### src/rtl/ame_sobel_sched.sv
// ame_sobel_sched: scheduler for the shared 6-cycle Sobel engine.
// Round-robin arbitration between horizontal (req 0) and vertical (req 1) jobs.
// For each job it issues six line-buffer reads and kicks the engine. It then
// captures the engine result on eng_done_i and holds it in a valid/ready register.
// Optional watchdog on the engine done pulse: define AME_SOBEL_SCHED_WDT_EN.
module ame_sobel_sched #(
  parameter int LINE_DATA_BITS = 7,
  parameter int COMP_DATA_BITS = 8,
  parameter int ADDR_BITS      = 10,
  parameter int ADDR_STRIDE    = 1,
  parameter int WDT_CYCLES     = 16
) (
  input  logic                          clk_i,
  input  logic                          rst_i,
  input  logic [1:0]                    req_i,
  input  logic [2*ADDR_BITS-1:0]        req_addr_i,
  output logic [1:0]                    gnt_o,
  output logic                          busy_o,
  output logic                          mem_rd_en_o,
  output logic                          mem_rd_sel_o,
  output logic [ADDR_BITS-1:0]          mem_rd_addr_o,
  input  logic [6*LINE_DATA_BITS-1:0]   mem_rd_data_i,
  output logic                          eng_init_o,
  output logic [6*LINE_DATA_BITS-1:0]   eng_line_data_o,
  input  logic                          eng_done_i,
  input  logic [16*COMP_DATA_BITS-1:0]  eng_data_i,
  output logic                          res_valid_o,
  input  logic                          res_ready_i,
  output logic                          res_dir_o,
  output logic [16*COMP_DATA_BITS-1:0]  res_data_o,
  output logic                          err_o
);

  typedef enum logic [1:0] {S_IDLE, S_ISSUE, S_WAIT, S_HOLD} state_t;

  localparam logic [ADDR_BITS-1:0] LP_STRIDE = ADDR_BITS'(ADDR_STRIDE);

  state_t                         r_state;
  logic                           r_rr;       // last granted requester
  logic [2:0]                     r_k;        // line index within ISSUE
  logic                           r_dir;
  logic [1:0]                     r_gnt;
  logic                           r_busy;
  logic                           r_rd_en;
  logic                           r_rd_sel;
  logic [ADDR_BITS-1:0]           r_rd_addr;
  logic                           r_init;
  logic                           r_res_valid;
  logic                           r_res_dir;
  logic [16*COMP_DATA_BITS-1:0]   r_res_data;

  logic                           w_any;
  logic                           w_win;
  logic                           w_start;
  logic [ADDR_BITS-1:0]           w_base;

`ifdef AME_SOBEL_SCHED_WDT_EN
  localparam int WDT_W = $clog2(WDT_CYCLES + 1);
  logic [WDT_W-1:0]               r_wdt;
  logic                           r_err;
  assign err_o = r_err;
`else
  logic                           w_unused_wdt;
  assign w_unused_wdt = (WDT_CYCLES != 0);
  assign err_o        = 1'b0;
`endif

  // Arbitration: on a tie the requester not granted last wins.
  always_comb begin
    w_any = |req_i;
    if (req_i == 2'b11) w_win = ~r_rr;
    else                w_win = req_i[1];
    w_base = w_win ? req_addr_i[2*ADDR_BITS-1:ADDR_BITS] : req_addr_i[ADDR_BITS-1:0];
  end

  // A handshake in HOLD doubles as the IDLE decision cycle, so back-to-back
  // jobs keep the 9-cycle grant-to-grant period.
  assign w_start = w_any && ((r_state == S_IDLE) || ((r_state == S_HOLD) && res_ready_i));

  // Job FSM with registered outputs.
  always_ff @(posedge clk_i or posedge rst_i) begin
    if (rst_i) begin
      r_state     <= S_IDLE;
      r_rr        <= 1'b1;
      r_k         <= '0;
      r_dir       <= 1'b0;
      r_gnt       <= '0;
      r_busy      <= 1'b0;
      r_rd_en     <= 1'b0;
      r_rd_sel    <= 1'b0;
      r_rd_addr   <= '0;
      r_init      <= 1'b0;
      r_res_valid <= 1'b0;
      r_res_dir   <= 1'b0;
      r_res_data  <= '0;
`ifdef AME_SOBEL_SCHED_WDT_EN
      r_wdt       <= '0;
      r_err       <= 1'b0;
`endif
    end else begin
      r_gnt  <= '0;
      r_init <= 1'b0;
`ifdef AME_SOBEL_SCHED_WDT_EN
      r_err  <= 1'b0;
`endif
      case (r_state)
        S_IDLE: ;
        S_ISSUE: begin
          if (r_k == 3'd5) begin
            r_rd_en   <= 1'b0;
            r_rd_addr <= '0;
            r_k       <= '0;
            r_state   <= S_WAIT;
`ifdef AME_SOBEL_SCHED_WDT_EN
            r_wdt     <= '0;
`endif
          end else begin
            r_k       <= r_k + 3'd1;
            r_rd_addr <= r_rd_addr + LP_STRIDE;
          end
        end
        S_WAIT: begin
          // The engine clears its data the cycle after done, so capture now.
          if (eng_done_i) begin
            r_res_data  <= eng_data_i;
            r_res_valid <= 1'b1;
            r_res_dir   <= r_dir;
            r_state     <= S_HOLD;
          end
`ifdef AME_SOBEL_SCHED_WDT_EN
          else if (r_wdt == WDT_W'(WDT_CYCLES - 1)) begin
            r_err   <= 1'b1;
            r_busy  <= 1'b0;
            r_state <= S_IDLE;
          end else begin
            r_wdt <= r_wdt + 1'b1;
          end
`endif
        end
        S_HOLD: begin
          if (res_ready_i) begin
            r_res_valid <= 1'b0;
            r_busy      <= 1'b0;
            r_state     <= S_IDLE;
          end
        end
        default: r_state <= S_IDLE;
      endcase
      if (w_start) begin
        r_gnt     <= w_win ? 2'b10 : 2'b01;
        r_init    <= 1'b1;
        r_rd_en   <= 1'b1;
        r_rd_addr <= w_base;
        r_rd_sel  <= w_win;
        r_dir     <= w_win;
        r_rr      <= w_win;
        r_k       <= '0;
        r_busy    <= 1'b1;
        r_state   <= S_ISSUE;
      end
    end
  end

  assign gnt_o           = r_gnt;
  assign busy_o          = r_busy;
  assign mem_rd_en_o     = r_rd_en;
  assign mem_rd_sel_o    = r_rd_sel;
  assign mem_rd_addr_o   = r_rd_addr;
  assign eng_init_o      = r_init;
  assign eng_line_data_o = mem_rd_data_i;
  assign res_valid_o     = r_res_valid;
  assign res_dir_o       = r_res_dir;
  assign res_data_o      = r_res_data;

endmodule
### config.mk
export PLATFORM = sky130hd
export DESIGN_NAME = ame_sobel_sched
export DESIGN_NICKNAME = d
export VERILOG_FILES = /design/src/rtl/ame_sobel_sched.sv
export SDC_FILE = /design/constraint.sdc
export NUM_CORES = 1
export LEC_CHECK = 0
export ABC_AREA = 1
export BUFFER_PORTS_ARGS = -buffer_cell sky130_fd_sc_hd__buf_4
export CAP_MARGIN = 20
export CORE_AREA = 2 2 151 153
export CTS_CLUSTER_SIZE = 28
export DETAILED_ROUTE_END_ITERATION = 10
export DIE_AREA = 0 0 153 155
export PLACE_DENSITY_LB_ADDON = 0.1
export SLEW_MARGIN = 15
export SYNTH_ARGS = -nofsm -noshare
export SYNTH_HDL_FRONTEND = slang
export SYNTH_SLANG_ARGS = --single-unit
### constraint.sdc
create_clock -name clk_i -period 7.1 [get_ports clk_i]
set_clock_uncertainty 0.15 [all_clocks]
set_input_delay 1.42 -clock clk_i [delete_from_list [all_inputs] [get_ports clk_i]]
set_output_delay 1.42 -clock clk_i [all_outputs]
set_load 0.05 [all_outputs]
== Yosys cells after proc, flatten, opt, wreduce, memory -nomap -nowiden ==
Cells that the tools add are included.

* Output and inout bits: 189
* Logic and storage cells: 65
* Flip-flop bits (word level): 152

* Bitwise operators: 1
* Reductions and logical operators: 16
* Equality and inequality tests: 10
* Add/sub/neg operators: 2
* Muxes and demuxes: 24

{| class="wikitable"
|+ Operators by type and width
! operator !! number
|-
| 10-bit 2-to-1 mux || 4
|-
| 2-bit 2-to-1 mux || 6
|-
| 10-bit by 1-bit adder with 10-bit output, second input constant || 1
|-
| 2-bit nonzero test || 5
|-
| 1-bit 2-to-1 mux || 9
|-
| 3-bit 2-to-1 mux || 3
|-
| 3-bit inequality test, second input constant || 3
|-
| 2-bit equality test, second input constant || 3
|-
| 2-bit one-hot mux with 3 select lines || 1
|-
| 2-bit AND reduction || 3
|-
| 2-bit inequality test, second input constant || 2
|-
| 4-bit AND reduction || 1
|-
| 4-bit nonzero test || 1
|-
| 3-bit by 1-bit adder with 3-bit output, second input constant || 1
|-
| 3-bit equality test, second input constant || 1
|-
| 3-bit AND reduction || 1
|-
| 2-bit by 1-bit equality test with 1-bit output, second input constant || 1
|-
| 1-bit logical AND || 2
|-
| 2-bit zero test || 1
|-
| 1-bit one-hot mux with 2 select lines || 1
|-
| 2-bit OR reduction || 1
|-
| 1-bit logical OR || 1
|-
| 1-bit inverter || 1
|}

== Depth between registers and ports, before layout ==
* Depth in word-level cells: 6
* Gate-level depth with buffers: 11
* Gate-level depth less buffers: 11

== Worst setup path before layout ==
Ideal clock, no wire load.

* Kind: in2out
* Start: input port mem_rd_data_i[0]
* End: output port eng_line_data_o[0]
* Path slack: 3.940 ns
* Stages on the path: 1
* Data arrival time: 1.590 ns
* Data required time: 5.530 ns
* Cells stage by stage: buf_4

{| class="wikitable"
|+ RTL lines
! what !! RTL line !! RTL
|-
| start, declared || 22 || <nowiki>input logic [6*LINE_DATA_BITS-1:0] mem_rd_data_i,</nowiki>
|-
| end, declared || 24 || <nowiki>output logic [6*LINE_DATA_BITS-1:0] eng_line_data_o,</nowiki>
|}

No word-level cell between the ends.

== Worst setup path in the final report ==
* Start: input port eng_done_i
* End: register r_res_data[109], in the netlist res_data_o[109]

* Word-level cells in the longest chain between the ends: 1

{| class="wikitable"
|+ RTL lines
! what !! RTL line !! RTL
|-
| start, declared || 25 || <nowiki>input logic eng_done_i,</nowiki>
|-
| 2-bit AND reduction (no line) || -- ||
|-
| end signal, assigned || 125 || <nowiki>r_res_data <= eng_data_i;</nowiki>
|-
| end, declared || 50 || <nowiki>logic [16*COMP_DATA_BITS-1:0] r_res_data;</nowiki>
|}

No other way between the ends.
A chain may end at the register's enable or synchronous reset.

==> flow_metrics.tcl <==
set metrics [dict create \
    synth_common_cells "dfrtp_1 (151), nand2_1 (89), mux2_4 (87)" \
    cts_buffer_depth 2 \
    crit_required_ps 7240 \
    fp.dieArea_mm2 0.0237 \
    cts_buffers 17 \
    ctsHoldBuffers 0 \
    die_h_um 155 \
    drv_slew 0 \
    syn_area_mm2 0.00693 \
    ys_ff_latch 152 \
    ys_top_cells_by_area "dfrtp_1 (55%), mux2_4 (19%), mux2_2 (6.7%), buf_4 (4.9%), nand2_1 (4.8%)" \
    cts.sinks 152 \
    setup_tns_ps 0 \
    grt_max_degree 88 \
    switching_power_w 0.00279 \
    coreArea_mm2 0.0222 \
    grt_overflow 0 \
    firstDrtPassIters 5 \
    cp-start-kind "input port" \
    die_w_um 153 \
    clk_latency_ps 410 \
    seqPwrFrac_pct 26.8 \
    leakagePower_nw 5.05 \
    postSynthCellCount 530 \
    place_ws_ps 3630 \
    grt.total_usage_pct 14.9 \
    cts-root-buf "clkbuf_16" \
    min_period_over_period_pct 42.4 \
    regArea_mm2 0.00380 \
    synth_edf_count 0 \
    rows 55 \
    finalPower_w 0.00591 \
    drc_errors 0 \
    drt_wl_total_um 17900 \
    num_io_pins 385 \
    synth-compound-area-share_pct 1.88 \
    cap_violations 0 \
    hold_violations 0 \
    vias 4837 \
    wire_per_inst_um 16.5 \
    fill_cells 2086 \
    htreeDepth 4 \
    clkPwrFrac_pct 16.3 \
    fin_crit_ps 3010 \
    finalWorstSetupSlack_ps 4090 \
    status "complete, no violations" \
    irDropWorstVdd_mv 0.274 \
    yosys.area_share.simple_pct 7.89 \
    grt_pass1_vias 5134 \
    tritoncts "built" \
    finalInstanceArea_mm2 0.00968 \
    postCtsSetupRepairBufs 0 \
    arrival_ps 3150 \
    synth_most_common_cell "dfrtp_1" \
    clk_pin_slew_ps 60 \
    relSlewSlack_pct 30.9 \
    diodes 0 \
    worstSetupEndpointType "register" \
    reg2reg_depth 5 \
    drt_iter0_drc 195 \
    multiInputGateArea_mm2 0.00254 \
    p_int_w 0.00312 \
    avgSynthCellArea_um2 13.1 \
    grt_pass1_wl_um 28100 \
    synth_top_cell_by_area "dfrtp_1" \
    top_usage_layer "met2" \
    synthArstFlopShare_pct 100 \
    synthMuxAreaShare_pct 25.5 \
    synth_xor_area_share_pct 0.126 \
    use_met1_pct 18.1 \
    synth_top_family_by_area "multiplexers" \
    synth-adder-area-share_pct 1.08 \
    setup_viol 0 \
    cts_resized 0 \
    antenna_found_initial 0 \
    combPwrFrac_pct 56.9 \
    place_congestion 0.802 \
    fmax_mhz 332 \
    power_density_mw_per_mm2 610 \
    worst_pin_slew_ps 1040 \
    synth_cell_types 28 \
    use_met3_pct 4.76 \
    antenna_left 0 \
    dp_hpwl_um 13000 \
    area_growth_pct 39.7 \
    sw_frac_of_total_pct 47.3 \
    met2_usage_pct 24.8 \
    worstSetupPathType "input port to register" \
    ys.flop_type "dfrtp_1" \
    drive_gt1_share_pct 59.4 \
    path_max_fanout 67 \
    synth_top_area_share_pct 54.5 \
    placed_area_mm2 0.00906 \
    viasPerCell 4.46 \
    whs_path_depth 2 \
    syn_nets 732 \
    yosysSeqAreaShare_pct 54.9 \
    place.port_buffers 299 \
    hold_path.class "register to register" \
    rsz0062_at_grt "false" \
    start_util_pct 31.2 \
    yosys_warnings 0 \
    final_nets 990 \
]
[final timing paths]
kind,startpoint,end,slack [ps]
setup / recovery,eng_done_i,res_data_o[109]$_DFFE_PP0P_,4090
hold / removal,r_rr$_DFFE_PP1P_,r_rr$_DFFE_PP1P_,320
setup reg to reg,r_state[0]$_DFFE_PP0P_,res_data_o[109]$_DFFE_PP0P_,4440
hold reg to reg,r_rr$_DFFE_PP1P_,r_rr$_DFFE_PP1P_,320
max in group asynchronous,rst_i,res_data_o[91]$_DFFE_PP0P_,4320
min in group asynchronous,rst_i,res_data_o[94]$_DFFE_PP0P_,980
[critical path, cell delays in order]
cell and delay (ps):
buf_4 130, nand2_4 270, buf_4 870, mux2_2 420
[logic make-up after synthesis]
| kind of cell | count (synthesis) |
|---|---|
| and+or+nand+nor | 129 |
| DFF | 152 |
| muxes | 128 |
| adders and majority gates | 6 |
| xor gates and xnor gates | 1 |
| AOI/OAI and AO/OA | 26 |
| other | 1 |
| buffers and inverters | 87 |
[power groups by stage]
| stage | Clock, W | Sequential (W) | Combinational, W |
|---|---|---|---|
| after floorplan | 0 | 0.00301 | 0.00107 |
| final | 0.000966 | 0.00158 | 0.00336 |
| after CTS | 0.00100 | 0.00159 | 0.00340 |
| after global routing | 0.00104 | 0.00165 | 0.00352 |
| after detailed placement | 0 | 0.00159 | 0.00339 |
| after global placement | 0 | 0.00158 | 0.00336 |
[state kept, by name (all words and copies together), names as in the netlist]
signal	flops
mem_rd_sel_o	1
mem_rd_en_o	1
eng_init_o	1
gnt_o	2
r_k	3
r_state	2
res_data_o	128
res_valid_o	1
res_dir_o	1
mem_rd_addr_o	10
r_rr	1
busy_o	1
[cell type report]
| cell class | instances | share of cell area (%) |
|---|---|---|
| Clock inverter | 13 | 2.00 |
| Clock buffer | 17 | 4.39 |
| Timing Repair Buffer | 302 | 23.4 |
| Sequential cell | 152 | 39.3 |
| Tap cell | 285 | 3.68 |
| Inverter | 24 | 0.982 |
| Multi-Input combinational cell | 291 | 26.2 |
[metrics by stage]
stage | hold slack, ps | utilization (%) | instances
3_3_place_gp | 306 | 40.8 | 1054
5_1_grt | 335 | 43.6 | 1084
4_1_cts | 328 | 43.6 | 1084
3_5_place_dp | 319 | 40.8 | 1054
6_report | 324 | 43.6 | 1084
2_1_floorplan | 296 | - | 530
[routing by layer]
metal / up-vias / wire length (um)
met1: 2363 / 7290
met5: - / 0
met4: 0 / 410
met2: 205 / 8940
li1: 2231 / -
met3: 38 / 1290
[layout by cell type, fill, tap and decap left out, types with 5 or more instances in the layout]
cell	instances
a21oi_1	8
buf_4	302
clkbuf_16	17
dfrtp_1	151
ha_1	6
inv_1	19
inv_6	6
mux2_2	41
mux2_4	87
nand2_1	88
nand3_1	12
nand4_1	5
nor2_1	12
o21ai_0	14
(Power assumes the default switching activity.)
